--- config.mk ---
export PLATFORM = sky130hd
export DESIGN_NAME = fp_writeback_arbiter
export DESIGN_NICKNAME = d
export VERILOG_FILES = /design/src/rtl/fp_writeback_arbiter.sv
export SDC_FILE = /design/constraint.sdc
export NUM_CORES = 1
export LEC_CHECK = 0
export CAP_MARGIN = 20
export CORE_AREA = 2 2 93 117
export CTS_BUF_LIST = sky130_fd_sc_hd__clkbuf_4
export DETAILED_ROUTE_END_ITERATION = 6
export DIE_AREA = 0 0 95 119
export PLACE_DENSITY = 0.81
export SETUP_SLACK_MARGIN = 0.4
export SYNTH_ARGS = -nofsm -noshare
export SYNTH_HDL_FRONTEND = slang
export SYNTH_SLANG_ARGS = --single-unit
--- constraint.sdc ---
create_clock -name clk -period 4.1 [get_ports clk]
set_clock_uncertainty 0.15 [all_clocks]
set_input_delay 0.615 -clock clk [delete_from_list [all_inputs] [get_ports clk]]
set_output_delay 0.615 -clock clk [all_outputs]
set_load 0.02 [all_outputs]
--- src/rtl/fp_writeback_arbiter.sv ---
// FP register-file write-port arbiter: FLW load returns always win, FPU results are queued.
// Optional sticky exception flags are enabled by defining FP_WB_FFLAGS_EN.
module fp_writeback_arbiter #(
  parameter int DATA_W     = 32,
  parameter int ADDR_W     = 5,
  parameter int FIFO_DEPTH = 2
) (
  input  logic                          clk,
  input  logic                          rst,
  input  logic                          i_ld_valid,
  input  logic [ADDR_W-1:0]             i_ld_addr,
  input  logic [DATA_W-1:0]             i_ld_data,
  input  logic                          i_fpu_valid,
  output logic                          o_fpu_ready,
  input  logic [ADDR_W-1:0]             i_fpu_addr,
  input  logic [DATA_W-1:0]             i_fpu_data,
  input  logic [4:0]                    i_fpu_fflags,
  output logic                          o_write_fp,
  output logic [ADDR_W-1:0]             o_write_addr,
  output logic [DATA_W-1:0]             o_write_data,
  output logic [$clog2(FIFO_DEPTH):0]   o_fifo_count,
  output logic [4:0]                    o_fflags,
  input  logic                          i_fflags_clr
);

  localparam int PW = $clog2(FIFO_DEPTH);
  localparam int CW = PW + 1;

  typedef enum logic [1:0] {
    SRC_NONE,
    SRC_LOAD,
    SRC_FIFO,
    SRC_BYPASS
  } src_t;

  src_t              src;
  logic [ADDR_W-1:0] addr_mem [FIFO_DEPTH];
  logic [DATA_W-1:0] data_mem [FIFO_DEPTH];
  logic [PW-1:0]     rd_ptr;
  logic [PW-1:0]     wr_ptr;
  logic [CW-1:0]     count;
  logic              accept;
  logic              push;
  logic              pop;

  // Ready comes only from the registered count, never from the valid inputs.
  assign o_fpu_ready  = (count < CW'(FIFO_DEPTH));
  assign o_fifo_count = count;
  assign accept       = i_fpu_valid && o_fpu_ready;

  always_comb begin
    src = SRC_NONE;
    if (i_ld_valid)
      src = SRC_LOAD;
    else if (count != '0)
      src = SRC_FIFO;
    else if (accept)
      src = SRC_BYPASS;
  end

  assign pop  = (src == SRC_FIFO);
  assign push = accept && (src != SRC_BYPASS);

  always_ff @(posedge clk or posedge rst) begin
    if (rst) begin
      rd_ptr <= '0;
      wr_ptr <= '0;
      count  <= '0;
    end else begin
      if (push)
        wr_ptr <= wr_ptr + PW'(1);
      if (pop)
        rd_ptr <= rd_ptr + PW'(1);
      count <= count + CW'(push) - CW'(pop);
    end
  end

  always_ff @(posedge clk) begin
    if (push) begin
      addr_mem[wr_ptr] <= i_fpu_addr;
      data_mem[wr_ptr] <= i_fpu_data;
    end
  end

  always_ff @(posedge clk or posedge rst) begin
    if (rst) begin
      o_write_fp   <= 1'b0;
      o_write_addr <= '0;
      o_write_data <= '0;
    end else begin
      case (src)
        SRC_LOAD: begin
          o_write_fp   <= 1'b1;
          o_write_addr <= i_ld_addr;
          o_write_data <= i_ld_data;
        end
        SRC_FIFO: begin
          o_write_fp   <= 1'b1;
          o_write_addr <= addr_mem[rd_ptr];
          o_write_data <= data_mem[rd_ptr];
        end
        SRC_BYPASS: begin
          o_write_fp   <= 1'b1;
          o_write_addr <= i_fpu_addr;
          o_write_data <= i_fpu_data;
        end
        default: o_write_fp <= 1'b0;
      endcase
    end
  end

`ifdef FP_WB_FFLAGS_EN
  logic [4:0] flag_mem [FIFO_DEPTH];
  logic [4:0] new_flags;

  // Flags accumulate when the result reaches the register file, not at acceptance.
  always_comb begin
    new_flags = '0;
    case (src)
      SRC_FIFO:   new_flags = flag_mem[rd_ptr];
      SRC_BYPASS: new_flags = i_fpu_fflags;
      default:    new_flags = '0;
    endcase
  end

  always_ff @(posedge clk) begin
    if (push)
      flag_mem[wr_ptr] <= i_fpu_fflags;
  end

  always_ff @(posedge clk or posedge rst) begin
    if (rst)
      o_fflags <= '0;
    else if (i_fflags_clr)
      o_fflags <= new_flags;
    else
      o_fflags <= o_fflags | new_flags;
  end
`else
  logic unused_fflags;

  assign o_fflags      = '0;
  assign unused_fflags = ^{i_fflags_clr, i_fpu_fflags};
`endif

endmodule

==> qor.yml <==
crit_type: "reg -> reg"
cp-startpoint: "o_fifo_count[1]"
timing.final.ws_setup_ns: 1.18
wire_per_inst_um: 17.4
hold_path_class: "in -> async"
path_cells: "or2_2, or3_1, buf_4, o22a_1"
dp_cells: 619
fin_setup_tns_ns: 0
die_w_um: 95
grt_pass1_vias: 3726
cts_buffers: 17
cts_setup_buffers: 0
ys_types: 25
syn_area_mm2: 0.00507
hold_buffers: 0
nNetsFinal: 593
power.leakage_nw: 2.50
clkLatencyLatePin_ns: 0.48
power-per-cell-area_mw_per_mm2: 608
die_h_um: 119
cp_max_fo: 38
firstDrtPassIters: 6
synth_area_per_cell_um2: 12.9
core_mm2: 0.0104
synth_cells: 394
netlist_top_cells_area: "edfxtp_1 44%, dfrtp_1 21%, mux2i_1 7.3%"
vias: 3542
cts.repair.resized: 0
ios: 130
grt_max_degree: 49
ir_worst_vdd_mv: 0.496
dp_hpwl_um: 7110
max-clock-path-buffers: 2
area_delta_synth_final_pct: 30.3
num-fill-cells: 783
instances_no_fill: 654
finalSetupViolations: 0
hold_viol_final: 0
status: "complete, no violations"
via_per_inst: 5.42
period_needed_ns: 2.92
htree_levels: 4
drc: 0
drtIter0Drc: 204
worst_path_max_delay_cell: "or3_1"
portBuffers: 118
row_count: 42
gp_congestion: 0.728
synth_top_area_cell: "edfxtp_1"
slew-limit-headroom: 0.348
pre_cts_slack_ns: 1.11
finalCritPeriodShare: 0.711
drtAntennaViolNets: 0
crit_arrival_ns: 3.18
wirelength_um: 11400
r2r_start: "o_fifo_count[1]"
synth-seq-cells: 116
r2r-end: "o_write_data[8]"
synth-seq-area-share: 0.645
max_cap_violations: 0
rsz0062_at_grt: "no"
layout-drive-gt1-share: 0.0825
cp-start-kind: "flip-flop"
end_kind: "flip-flop"
die_area_mm2: 0.0113
crit_end: "o_write_data[8]"
cpPeakStageDelay_ns: 0.81
rrSetupSlack_ns: 1.18
slew_viol_final: 0
cts_tree: "done"
worst_pin_slew_ns: 0.975
antenna_found_initial: 1
max_freq_mhz: 343
cts_sinks: 116
gr-total-overflow: 0
synth_top_area_share: 0.438
initial_core_util: 0.490
cts-root-buf: "clkbuf_4"
grt_first_pass_wirelength_um: 18100
clk_pin_slew_ns: 0.10
ys_warn_count: 0
reg2regPathDepth: 4
grt_use_total: 0.211
required_ns: 4.37
-- report_power, final --
part	leakage (nW)	internal [mW]	switching [mW]	total, mW
Sequential	1.18	1.58	0.196	1.77
Combinational	1.19	0.695	0.785	1.48
Clock	0.138	0.363	0.400	0.762
Total	2.50	2.64	1.38	4.02
-- state kept, by name, summed over array words and instances (netlist names) --
register and cells:
data_mem 64, o_write_data 32, addr_mem 10, o_write_addr 5, o_fifo_count 2, o_write_fp 1
rd_ptr 1, wr_ptr 1
-- layout make-up --
| cell class | count | area [µm²] | area share |
|---|---|---|---|
| antenna | 1 | 2.50 | 0.000379 |
| clock buffer | 19 | 143 | 0.0216 |
| clock inverter | 13 | 118 | 0.0178 |
| inverter | 4 | 15.0 | 0.00227 |
| multi-input combinational | 244 | 1640 | 0.248 |
| sequential | 116 | 3270 | 0.495 |
| tap | 132 | 165 | 0.0250 |
| timing repair buffer | 125 | 1250 | 0.190 |
-- worst min-delay path by stage --
stage                           from                to  slack [ns]
finish                           rst  o_write_data[30]        0.28
global route                     rst  o_write_data[29]        0.23
CTS                 o_write_data[22]  o_write_data[22]        0.37
detailed placement  o_write_data[22]  o_write_data[22]        0.35
global placement     o_write_addr[0]   o_write_addr[0]        0.34
floorplan                     wr_ptr            wr_ptr        0.32
-- cells in the final DEF (no fill, tap or decap), drive strengths merged --
cell type,instances
clkbuf,19
conb,5
o21ai,3
mux2i,37
xnor2,3
a21oi,2
or4b,1
or3,1
bufinv,2
nand2,38
dfrtp,42
ha,1
buf,8
nor2,40
or2,1
diode,1
inv,4
o21bai,1
clkdlybuf4s50,117
a311o,1
edfxtp,74
nor2b,37
o22a,36
clkinv,8
clkinvlp,3
o31ai,36
nor4b,1
-- stage by stage --
stage               utilization  power [mW]  cell area [µm²]  hold slack [ns]
global route              0.638        4.24             6610            0.226
floorplan                     -        2.65             5090            0.318
global placement          0.609        3.22             6310            0.339
finish                    0.638        4.02             6610            0.279
detailed placement        0.609        3.27             6310            0.347
CTS                       0.634        4.04             6570            0.368
-- logic make-up (layout without fill, tap and decap cells) --
family	after synthesis	count (layout)	synth area share
flip-flops	116	116	0.645
buffers and inverters	38	161	0.0400
adder cells (fa/ha/maj)	1	1	0.00247
XOR/XNOR	3	3	0.00518
AO/OA/AOI/OAI	79	79	0.124
other	1	6	0.000739
AND/OR/NAND/NOR	119	119	0.110
multiplexers	37	37	0.0730
-- synthesized netlist by cell type, drive strengths merged --
cell type and number:
edfxtp 74, dfrtp 42, nor2 40, nand2 38, mux2i 37, nor2b 37, o22a 36, o31ai 36
buf 19, clkbuf 15, inv 4, o21ai 3, xnor2 3, a21oi 2, a311o 1, conb 1
ha 1, nor4b 1, o21bai 1, or2 1, or3 1, or4b 1
-- metal layers --
| metal | vias up | part of all wire | routed length, µm | track usage |
|---|---|---|---|---|
| met2 | 117 | 0.53 | 6040 | 0.363 |
| met4 | 0 | 0.016 | 180 | 0.0842 |
| met1 | 1743 | 0.40 | 4570 | 0.250 |
| li1 | 1668 | - | - | - |
| met5 | - | 0 | 0 | 0 |
| met3 | 14 | 0.051 | 579 | 0.0557 |
-- critical path, delay by kind of cell, from the launching register on --
family	cells	cell delay, ns
and+or+nand+nor	2	1.57
DFF	1	0.55
buffers and inverters	1	0.39
AOI/OAI and AO/OA	1	0.18
Note: power is estimated with default switching activity, not from simulation.
